## config.mk

```make
export PLATFORM = sky130hd
export DESIGN_NAME = seq_mult_4x4
export DESIGN_NICKNAME = d
export VERILOG_FILES = /design/src/rtl/seq_mult_4x4.sv
export SDC_FILE = /design/constraint.sdc
export NUM_CORES = 1
export LEC_CHECK = 0
export BUFFER_PORTS_ARGS = -buffer_cell sky130_fd_sc_hd__buf_4
export CAP_MARGIN = 5
export CORE_AREA = 2 2 61 63
export DETAILED_ROUTE_END_ITERATION = 6
export DIE_AREA = 0 0 63 65
export GPL_TIMING_DRIVEN = 0
export HOLD_SLACK_MARGIN = 0.1
export PLACE_DENSITY = 0.58
export RECOVER_POWER = 50
export SYNTH_ARGS = -nofsm -noshare
export SYNTH_HDL_FRONTEND = slang
export SYNTH_SLANG_ARGS = --single-unit
```

## constraint.sdc

```tcl
create_clock -name clk -period 3 [get_ports clk]
set_clock_uncertainty 0.15 [all_clocks]
set_input_delay 0.6 -clock clk [delete_from_list [all_inputs] [get_ports clk]]
set_output_delay 0.6 -clock clk [all_outputs]
set_load 0.03 [all_outputs]
```

## src/rtl/seq_mult_4x4.sv

```systemverilog
// -----------------------------------------------------------------------------
// seq_mult_4x4 -- sequential 4x4 unsigned shift-and-add multiplier.
//
// Computes an 8-bit product in four add/shift steps, using one four_bit_rca
// instance as the datapath adder. A start/busy/done handshake lets a parent
// issue operand pairs and collect registered products.
//
// Ports:
//   clk   in   1  rising-edge clock
//   rst   in   1  synchronous active-high reset
//   start in   1  request a multiplication (honoured only in IDLE)
//   A     in   4  multiplicand, captured on the accepting edge
//   B     in   4  multiplier, captured on the accepting edge
//   P     out  8  registered product, held until the next completion
//   busy  out  1  high while in RUN
//   done  out  1  one-cycle pulse, high in DONE
// -----------------------------------------------------------------------------

// four_bit_rca -- 4-bit ripple-carry adder.
// Ports: A/B in 4 addends, Cin in 1 carry-in, S out 4 sum, Cout out 1 carry-out.
module four_bit_rca (
  input  logic [3:0] A,
  input  logic [3:0] B,
  input  logic       Cin,
  output logic [3:0] S,
  output logic       Cout
);

  logic [4:0] c;

  assign c[0] = Cin;

  for (genvar i = 0; i < 4; i++) begin : g_fa
    assign S[i]   = A[i] ^ B[i] ^ c[i];
    assign c[i+1] = (A[i] & B[i]) | (c[i] & (A[i] ^ B[i]));
  end

  assign Cout = c[4];

endmodule

module seq_mult_4x4 (
  input  logic       clk,
  input  logic       rst,
  input  logic       start,
  input  logic [3:0] A,
  input  logic [3:0] B,
  output logic [7:0] P,
  output logic       busy,
  output logic       done
);

  typedef enum logic [1:0] {
    IDLE = 2'd0,
    RUN  = 2'd1,
    DONE = 2'd2
  } state_t;

  state_t     state_q, state_d;
  logic [3:0] mcand_q, mcand_d;
  logic [3:0] acc_q,   acc_d;
  logic [3:0] q_q,     q_d;
  logic [2:0] cnt_q,   cnt_d;
  logic [7:0] p_q,     p_d;

  logic [3:0] sum;
  logic       cout;

  // Adder always sees the upper partial product and the multiplicand; the
  // step logic decides whether to take its result based on q[0].
  four_bit_rca u_rca (
    .A    (acc_q),
    .B    (mcand_q),
    .Cin  (1'b0),
    .S    (sum),
    .Cout (cout)
  );

  always_comb begin
    // NOTE: every variable gets its hold value first so no path through the
    // case leaves one unassigned, which would infer a latch.
    state_d = state_q;
    mcand_d = mcand_q;
    acc_d   = acc_q;
    q_d     = q_q;
    cnt_d   = cnt_q;
    p_d     = p_q;

    unique case (state_q)
      IDLE: begin
        if (start) begin
          mcand_d = A;
          q_d     = B;
          acc_d   = 4'd0;
          cnt_d   = 3'd0;
          state_d = RUN;
        end
      end

      RUN: begin
        // Carry shifts into acc[3], so the 9-bit intermediate is never lost.
        if (q_q[0]) {acc_d, q_d} = {cout, sum, q_q[3:1]};
        else        {acc_d, q_d} = {1'b0, acc_q, q_q[3:1]};
        cnt_d = cnt_q + 3'd1;
        if (cnt_q == 3'd3) begin
          // Fourth step: publish the freshly shifted result on the same edge.
          p_d     = {acc_d, q_d};
          state_d = DONE;
        end
      end

      DONE: state_d = IDLE;

      default: state_d = IDLE;
    endcase
  end

  // NOTE: sequential state uses non-blocking assignments so every flop
  // samples the pre-edge values, independent of statement order.
  always_ff @(posedge clk) begin
    if (rst) begin
      state_q <= IDLE;
      mcand_q <= 4'd0;
      acc_q   <= 4'd0;
      q_q     <= 4'd0;
      cnt_q   <= 3'd0;
      p_q     <= 8'h00;
    end else begin
      state_q <= state_d;
      mcand_q <= mcand_d;
      acc_q   <= acc_d;
      q_q     <= q_d;
      cnt_q   <= cnt_d;
      p_q     <= p_d;
    end
  end

  assign P    = p_q;
  assign busy = (state_q == RUN);
  assign done = (state_q == DONE);

endmodule
```

# Word level (Yosys, flattened, before mapping)

Index checks and enable logic that the tools add are counted.
Widths: inputs -> output; s select.

Bits in registers: 25
Word-level logic and storage cells: 46
Bits of input ports: 11
Output and inout port bits: 10

Equality and inequality tests: 5
Add/sub/neg operators: 1
Multiplexer cells: 11
Reductions and logical operators: 6
Bitwise operators: 17

Operators with widths:

| kind                | count |
|---|---|
| $mux 4              | 4 |
| $pmux 4 s2          | 2 |
| $reduce_and 2->1    | 4 |
| $and 1x1->1         | 7 |
| $xor 1x1->1         | 7 |
| $pmux 3 s2          | 1 |
| $mux 2              | 2 |
| $pmux 2 s2          | 1 |
| $add 3x1->3 const B | 1 |
| $eq 3x2->1 const B  | 1 |
| $mux 3              | 1 |
| $or 1x1->1          | 3 |
| $eq 2x1->1 const B  | 1 |
| $eq 2x2->1 const B  | 1 |
| $logic_not 2->1     | 1 |
| $ne 2x1->1 const B  | 1 |
| $ne 2x2->1 const B  | 1 |
| $reduce_bool 2->1   | 1 |

# Depth between registers and ports, before layout

Gate-level depths: netlist of the first run.

Word-level depth: 9
Gate-level depth with buffers: 9
Mapped depth without buffers: 9

# Cells and area by module

A second synthesis of the first run with hierarchy kept.

Cell total of the unflattened synthesis: 123
Area, all modules: 1188.6 µm²

Modules (own cells, without submodules):

| module       | cells each | instances | area each (µm²) |
|---|---|---|---|
| seq_mult_4x4 | 109        | 1         | 1071.0 |
| four_bit_rca | 14         | 1         | 117.6 |

# Worst setup path after synthesis of the first run

No wires, ideal clock.

Kind: reg2reg
Start point: reg acc_q[0]
End point: reg acc_q[2]
Path slack: 0.559 ns
Period minus slack after synthesis: 2.441 ns
Data arrival time: 2.163 ns
Data required time: 2.722 ns
Stages on the path, launching flop included: 10
Library setup time: 0.128 ns
Path through: dfxtp_1 ha_1 inv_1 fa_1 fa_1 inv_1 fa_1 mux2_2 a22oi_1 nor2_1

Cells in the longest elaborated chain, start to end: 8

Ends and longest elaborated chain:

| item                      | RTL line | RTL |
|---|---|---|
| from (decl)               | 61       | `logic [3:0] acc_q, acc_d;` |
| from (signal assigned)    | 124      | `acc_q <= 4'd0;` |
| from (signal assigned)    | 131      | `acc_q <= acc_d;` |
| $and 1x1->1 (2 in series) | 35       | `assign c[i+1] = (A[i] & B[i]) \| (c[i] & (A[i] ^ B[i]));` |
| $or 1x1->1                | 35       |  |
| $and 1x1->1               | 35       |  |
| $or 1x1->1                | 35       |  |
| $xor 1x1->1               | 34       | `assign S[i] = A[i] ^ B[i] ^ c[i];` |
| $mux 4                    | 102      | `if (q_q[0]) {acc_d, q_d} = {cout, sum, q_q[3:1]};` |
| $pmux 4 s2                | 89       | `unique case (state_q)` |

No other way between the ends.
A chain may end at the register's enable or synchronous reset.

# Worst setup path after layout of the first run

Same ends and word-level chain as after synthesis.

==> impl_metrics.tcl, run 1 <==
set metrics [dict create \
    outcome "finished clean" \
    p_per_area_nw_per_um2 432 \
    syn_area_um2 1150 \
    synth_async_sr_flop_share 0 \
    place_hpwl_mm 1.72 \
    grt_busiest_layer "met2" \
    synth_area_leaders "dfxtp_1, nand2_1, fa_1" \
    ios 21 \
    antenna_cells 0 \
    drt.antenna.violating_nets 0 \
    setup_violations 0 \
    synth_edf_count 0 \
    max_freq_ghz 0.389 \
    antenna_found_initial 0 \
    yosysTopAreaCell "dfxtp_1" \
    grt_pass1_vias 914 \
    grt_max_degree 16 \
    first_pass_iters 4 \
    finalNetCount 165 \
    clk_path_buf_depth 2 \
    routed_via_density 4.65 \
    start_util 0.330 \
    cts_setup_buffers 0 \
    end_kind "register" \
    synth_top_cell_area_share 0.434 \
    wire_per_inst_um 11.3 \
    synth_ff_type "dfxtp_1" \
    hold_class "reg -> reg" \
    met1_usage 0.142 \
    gp_congestion 0.734 \
    grt_pass1_wl_mm 3.89 \
    root_buffer "clkbuf_4" \
    ir_worst_vdd_mv 0.145 \
    row_count 22 \
    ys_types 31 \
    cts_hold_buf 0 \
    drt_wl_total_mm 2.20 \
    critPathRequiredTime_ns 3.05 \
    cts_tree "yes" \
    cap_violations 0 \
    cts_num_sinks 25 \
    synth.avg_cell_area_um2 9.30 \
    synth_seq_cells 25 \
    path_max_fanout 3 \
    crit_arrival_ns 2.62 \
    clk_latency_ns 0.31 \
    final-max-slew-violation-count 0 \
    finalHoldViolations 0 \
    worst_pin_slew_ns 0.953 \
    met3_usage 0.0243 \
    die_w_um 63 \
    dieHeight_um 65 \
    grt.overflow.total 0 \
    area_growth_pct 16.7 \
    htreeDepth 1 \
    yosysMostFrequentCell "dfxtp_1" \
    critPathKind "reg -> reg" \
    synth_warnings 0 \
    drtIter0Drc 44 \
    start_kind "register" \
    syn_inst 124 \
    fin_setup_tns_ns 0 \
    cts_made_buffers 3 \
    rsz0062_at_grt "false" \
    core_area_um2 3500 \
    drc 0 \
    max-slew-margin-rel 0.363 \
    die-area_um2 4100 \
    use_met2 0.214 \
    hold_ws_ns 0.314 \
    synth_nets 141 \
    globalRouteTotalUtil 0.120 \
    ys_top_cells_by_count "dfxtp_1, nand2_1, nor2_1, a21oi_1, inv_1" \
    clk_pin_slew_ns 0.14 \
    vias 906 \
    final_layout_size_suffix_gt1_frac 0.211 \
    post-route-period-util 0.856 \
    io_buffers 19 \
    period_minus_slack_ns 2.57 \
    yosysSeqAreaShare 0.434 \
    cts_resized 0 \
    p_leak_uw 0.000515 \
]
-- stage by stage --
stage	setup slack (ns)	total power [uW]	instance area (um2)	cells	util
after global routing	0.294	623	1350	195	0.385
after global placement	0.457	444	1360	191	0.388
after floorplan	0.559	420	1150	124	-
after detailed placement	0.439	445	1360	191	0.388
after CTS	0.417	598	1390	195	0.397
final	0.431	581	1350	195	0.385
-- flip-flops by register name (all words and copies together), names as in the netlist --
name / flops
cnt_q: 3
state_q: 2
P: 8
mcand_q: 4
acc_q: 4
q_q: 4
-- logic make-up (layout without fill, tap and decap cells) --
logic type / Yosys count / in the layout / share of synthesized area
AO/OA/AOI/OAI: 25 / 25 / 0.167
adder cells (fa/ha/maj): 6 / 6 / 0.0846
buffers and inverters: 18 / 41 / 0.0727
flip-flops: 25 / 25 / 0.434
multiplexers: 7 / 7 / 0.0629
AND/OR/NAND/NOR: 43 / 43 / 0.179
-- placed cells by master, fill, tap and decap left out, types with 2 or more instances in the layout --
master	instances
nor3_1	2
nor2_1	14
fa_1	3
nand2_1	17
mux2i_1	5
a21oi_1	11
buf_4	15
ha_1	3
inv_1	10
dfxtp_1	25
o211ai_1	4
mux2_2	2
clkbuf_1	9
buf_2	2
clkbuf_4	3
a221oi_2	3
nand3_1	3
a21oi_2	2
-- metal layers --
layer	wire length, um	share of wire
met4	17	0.0077
met5	0	0
met2	1090	0.50
met1	1000	0.46
met3	90	0.041
-- cell type report --
cell class	count	area (um2)
sequential	25	500
fill	378	2150
inverter	11	42.5
clock buffer	3	22.5
multi-input combinational	81	557
clock inverter	1	7.51
buffer	7	32.5
timing repair buffer	19	124
tap	48	60.1
-- report_power, final --
group / total (uW) / internal (uW) / switching, uW
clock network: 149 / 50.8 / 98.3
registers: 353 / 344 / 9.20
logic: 79.1 / 34.4 / 44.6
-- critical path: stages (launching register included) --
cell     delay [ns]
dfxtp_1        0.37
ha_1           0.15
inv_1          0.05
fa_1           0.37
fa_1           0.36
inv_1          0.07
fa_1           0.41
mux2_2         0.30
a22oi_1        0.18
nor2_1         0.06
-- worst paths after layout --
kind                                from  endpoint  slack (ns)  depth (start not counted)
worst min register to register      P[4]      P[4]        0.31                          2
worst min-delay path                P[4]      P[4]        0.31                          2
worst max-delay path            acc_q[0]  acc_q[2]        0.43                          9
worst max register to register  acc_q[0]  acc_q[2]        0.43                          9
Power figures use the tool's default switching activity.
==> run 2: changes to the inputs <==
Settings changed: ABC_AREA from default to 1, PLACE_DENSITY 0.58 to 0.57.
==> run 2 against run 1 <==
Clock power about the same. Synthesized cell count increased by 19%. Highest routed layer unchanged. Cell area is 0.37% lower. Hold slack improved by 0.011 ns. Synthesized area down 1.3%. Critical path type unchanged. First-iteration DRC count down 18%. Count of clock-buffer cells in the layout increased by 1.
==> impl_metrics.tcl, run 2 <==
set metrics [dict create \
    outcome "finished clean" \
    post-route-period-util 0.780 \
    row_count 22 \
    critPathKind "reg -> reg" \
    fin_setup_tns_ns 0 \
    grt_pass1_wl_mm 4.17 \
    first_pass_iters 4 \
    antenna_cells 0 \
    final-max-slew-violation-count 0 \
    setup_violations 0 \
    rsz0062_at_grt "false" \
    globalRouteTotalUtil 0.131 \
    cts_num_sinks 25 \
    clk_path_buf_depth 2 \
    synth_seq_cells 25 \
    synth_warnings 0 \
    cts_resized 0 \
    largest_reg_flops 8 \
    max-slew-margin-rel 0.644 \
    yosysSeqAreaShare 0.440 \
    finalHoldViolations 0 \
    grt_pass1_vias 964 \
    antenna_found_initial 0 \
    drt.antenna.violating_nets 0 \
    cts_made_buffers 3 \
    mostFrequentLayoutCells "nand2_1, dfxtp_1, inv_1, buf_4" \
    final_common_cell "nand2_1" \
    ir_worst_vdd_mv 0.105 \
    finalNetCount 189 \
    path_max_fanout 3 \
    cap_violations 0 \
    grt_max_degree 14 \
    finalWorstSetupSlack_ns 0.659 \
    syn_inst 148 \
    clk_latency_ns 0.32 \
    drc 0 \
    filler_cell_count 388 \
    die-area_um2 4100 \
    gp_congestion 0.792 \
    io_buffers 19 \
    ios 21 \
    place_hpwl_mm 1.78 \
    instances_no_fill 219 \
    crit_arrival_ns 2.40 \
    ys_top_cells_by_count "nand2_1, dfxtp_1, inv_1, nor2_1, o21ai_0" \
    critPathRequiredTime_ns 3.06 \
    synth_edf_count 0 \
    max_freq_ghz 0.427 \
    end_kind "register" \
    die_w_um 63 \
    synth_area_leaders "dfxtp_1, nand2_1, o21ai_0" \
    post-place-ws_ns 0.692 \
    root_buffer "clkbuf_4" \
    yosysTopAreaCell "dfxtp_1" \
    worst_pin_slew_ns 0.528 \
    synth.avg_cell_area_um2 7.69 \
    vias 968 \
    cts_tree "yes" \
    final_layout_size_suffix_gt1_frac 0.158 \
    core_area_um2 3500 \
    synth_ff_type "dfxtp_1" \
    area_growth_pct 17.8 \
    htreeDepth 1 \
    dieHeight_um 65 \
    drtIter0Drc 36 \
    routed_via_density 4.42 \
    power_uw 583 \
    p_leak_uw 0.000593 \
    grt.overflow.total 0 \
    ys_types 20 \
    period_minus_slack_ns 2.34 \
    syn_area_um2 1140 \
    p_per_area_nw_per_um2 434 \
    synth_nets 165 \
    yosysMostFrequentCell "nand2_1" \
    start_util 0.326 \
    cts_setup_buffers 0 \
    drt_wl_total_mm 2.34 \
    synth_async_sr_flop_share 0 \
    start_kind "register" \
    cts_hold_buf 0 \
    hold_class "reg -> reg" \
    clk_pin_slew_ns 0.14 \
    dp_cells 215 \
    synth_top_cell_area_share 0.440 \
    wire_per_inst_um 10.7 \
]
run 2: cell types whose count changed after synthesis, moves of 2 or more:
cell / before / now
nand3_1: 3 / 11
mux2i_1: 5 / 0
nor2_4: 0 / 2
inv_1: 10 / 17
nor3_1: 2 / 0
nand2_4: 0 / 2
a21oi_2: 2 / 0
a221oi_2: 3 / 0
o21ai_0: 0 / 13
o211ai_1: 4 / 1
clkbuf_1: 3 / 0
nand2_1: 17 / 38
mux2_2: 2 / 0
run 2: worst max-delay path, stage by stage (launching register included):
cell	delay, ns
dfxtp_1	0.38
ha_1	0.15
inv_1	0.05
fa_1	0.38
fa_1	0.36
inv_1	0.07
fa_1	0.41
nand2_1	0.08
nand2_1	0.08
nand2_1	0.07
a21oi_1	0.06
run 2: cell type report:
class                      instances  area [um2]  share of cell area
sequential                        25         500               0.373
clock buffer                       4        26.3              0.0196
tap                               48        60.1              0.0448
buffer                             4        16.3              0.0121
inverter                          18        67.6              0.0504
multi-input combinational        101         536               0.399
timing repair buffer              19         135               0.101
run 2: cell families (layout without fill, tap and decap cells):
| family | after synthesis | count (layout) | synth area share |
|---|---|---|---|
| and+or+nand+nor | 69 | 69 | 0.270 |
| adders and majority gates | 6 | 6 | 0.0857 |
| buffers and inverters | 22 | 45 | 0.0846 |
| DFF | 25 | 25 | 0.440 |
| AOI/OAI and AO/OA | 26 | 26 | 0.120 |
run 2: metrics by stage:
| step | util | hold WS [ns] | cell area, um2 |
|---|---|---|---|
| floorplan | - | 0.293 | 1140 |
| global placement | 0.384 | 0.304 | 1340 |
| detailed placement | 0.384 | 0.311 | 1340 |
| CTS | 0.391 | 0.330 | 1370 |
| global route | 0.384 | 0.349 | 1340 |
| finish | 0.384 | 0.326 | 1340 |
run 2: where the power goes:
group | internal [uW] | total, uW | leakage (uW) | switching (uW)
registers | 345 | 352 | 0.000204 | 7.67
logic | 28.6 | 77.8 | 0.000374 | 49.3
clock network | 52.1 | 152 | 0.0000150 | 100
run 2: per-layer routing:
layer	track usage	routed length, um	vias up	part of all wire
li1	-	-	510	-
met1	0.164	1160	432	0.49
met2	0.219	1050	21	0.45
met3	0.0174	74	5	0.032
met4	0.0667	54	0	0.023
met5	0	0	-	0
run 2: worst paths after layout:
check	start	to	slack [ns]	cells after the start
setup / recovery	acc_q[0]	acc_q[2]	0.66	10
setup reg to reg	acc_q[0]	acc_q[2]	0.66	10
hold reg to reg	cnt_q[2]	cnt_q[2]	0.33	2
hold / removal	cnt_q[2]	cnt_q[2]	0.33	2
==> run 3: changes to the inputs <==
Clock period 3 ns to 2.2 ns, I/O delays scaled along.
==> run 3 against run 2 <==
Routed wire length increased by 1.6%. Clock power is 36% higher. Die area unchanged. Register-to-register slack got worse by 0.62 ns. Combinational power increased by 41%. Maximum frequency grew 8.3%. Count of clock-buffer cells in the layout stayed put. Critical path depth stayed put. Total power is 37% higher. Sequential cell count stayed put. Critical endpoint unchanged. Largest power group unchanged. Highest routed layer unchanged.
==> impl_metrics.tcl, run 3 (synthesis gave the netlist of run 2 again) <==
set metrics [dict create \
    root_buffer "clkbuf_4" \
    outcome "finished clean" \
    postLayoutCellArea_um2 1370 \
    cts_made_buffers 3 \
    path_max_fanout 2 \
    setup_violations 0 \
    p_clk_frac 0.259 \
    antenna_found_initial 0 \
    die_w_um 63 \
    period_minus_slack_ns 2.16 \
    cts_tree "yes" \
    crit_family "adder cells" \
    placed_area_um2 1340 \
    clk_latency_ns 0.32 \
    critPathBufInv 2 \
    dp_cells 215 \
    place_hpwl_mm 1.78 \
    seqPwrFrac 0.603 \
    intPower_uw 583 \
    grt_pass1_vias 976 \
    ios 21 \
    drc 0 \
    final_layout_size_suffix_gt1_frac 0.209 \
    max_stage_delay_ns 0.38 \
    critPathRequiredTime_ns 2.28 \
    crit_arrival_ns 2.24 \
    globalRouteTotalUtil 0.131 \
    routed_via_density 4.45 \
    gp_congestion 0.792 \
    holdPathEnd "mcand_q[0]" \
    largest_reg_flops 8 \
    reg2reg_to "acc_q[2]" \
    hold_ws_ns 0.216 \
    reg2reg_from "mcand_q[0]" \
    p_sw_uw 216 \
    mostFrequentLayoutCells "nand2_1, dfxtp_1, buf_4, inv_1" \
    p_sw_frac 0.270 \
    rsz0062_at_grt "true" \
    finalNetCount 190 \
    drt_wl_total_mm 2.38 \
    drt.antenna.violating_nets 0 \
    grt_pass1_wl_mm 4.17 \
    p_leak_uw 0.000590 \
    start_util 0.326 \
    finalHoldViolations 0 \
    post-route-period-util 0.983 \
    final_common_cell "nand2_1" \
    cap_violations 0 \
    grt.overflow.total 0 \
    comb_power_share 0.137 \
    whs_path_depth 3 \
    worst_pin_slew_ns 0.531 \
    antenna_cells 0 \
    max_freq_ghz 0.462 \
    max-slew-margin-rel 0.642 \
    cts_num_sinks 25 \
    final-max-slew-violation-count 0 \
    drtIter0Drc 26 \
    end_kind "register" \
    critPathKind "reg -> reg" \
    p_per_area_nw_per_um2 584 \
    clk_path_buf_depth 2 \
    cp_slowest_cell "dfxtp_2" \
    first_pass_iters 4 \
    regToRegSetupSlack_ns 0.04 \
    clk_pin_slew_ns 0.14 \
    dieHeight_um 65 \
    vias 978 \
    path_cells "ha_4 -> inv_2 -> fa_2 -> fa_2 -> inv_2 -> fa_1 -> nand2_1 -> nand2_2 -> nand2_1 -> a21oi_1" \
    die-area_um2 4100 \
    io_buffers 19 \
    row_count 22 \
    wire_per_inst_um 10.8 \
    hold_class "in -> reg" \
    grt_max_degree 14 \
    hold_start "A[0]" \
    start_kind "register" \
    area_growth_pct 20.1 \
    core_area_um2 3500 \
    instances_no_fill 220 \
    reg2reg_depth 10 \
    ir_worst_vdd_mv 0.143 \
    htreeDepth 1 \
]
## run 3: how the worst max path moves through the flow
stage / slack [ns] / start / to / depth (start not counted)
after global routing: -0.08 / mcand_q[0] / acc_q[2] / 10
after CTS: 0.007 / mcand_q[0] / acc_q[2] / 10
after detailed placement: -0.11 / acc_q[0] / acc_q[2] / 10
final: 0.04 / mcand_q[0] / acc_q[2] / 10
after global placement: -0.08 / acc_q[0] / acc_q[2] / 10
after floorplan: 0.02 / acc_q[0] / acc_q[2] / 10
## run 3: what timing repair did
action | CTS | global route
hold buffers | 0 | 0
resized for setup | 5 | 4
setup buffers | 1 | 0
setup endpoints to repair | 2 | 2
pin swaps | 1 | 1
## run 3: layout make-up
cell class	count	area [um2]
Buffer	4	21.3
Clock buffer	4	26.3
Fill cell	391	2130
Inverter	18	67.6
Multi-Input combinational cell	101	558
Sequential cell	25	503
Tap cell	48	60.1
Timing Repair Buffer	20	131
## run 3: power groups by stage
| stage | logic, uW | clock network [uW] | registers (uW) |
|---|---|---|---|
| floorplan | 77.4 | 0 | 488 |
| global placement | 111 | 0 | 490 |
| detailed placement | 112 | 0 | 491 |
| CTS | 114 | 217 | 481 |
| global route | 127 | 239 | 484 |
| finish | 110 | 207 | 482 |
## run 3: metal layers
metal / track usage / vias to the layer above / routed length, um
li1: - / 513 / -
met1: 0.162 / 437 / 1170
met2: 0.222 / 23 / 1070
met3: 0.0174 / 5 / 79
met4: 0.0667 / 0 / 54
met5: 0 / - / 0
## run 3: per-stage QoR
stage	utilization	setup WS, ns	setup TNS [ns]	power [uW]
4_1_cts	0.396	0.00749	0	812
5_1_grt	0.391	-0.0837	-0.160	850
3_5_place_dp	0.384	-0.108	-0.192	603
6_report	0.391	0.0378	0	798
3_3_place_gp	0.384	-0.0784	-0.140	601
2_1_floorplan	-	0.0222	0	566
## run 3: tightest hold or removal path, delay by kind of cell
kind / cells / cell delay [ns]
buf+inv: 1 / 0.07
simple gates: 1 / 0.08
compound gates: 1 / 0.07
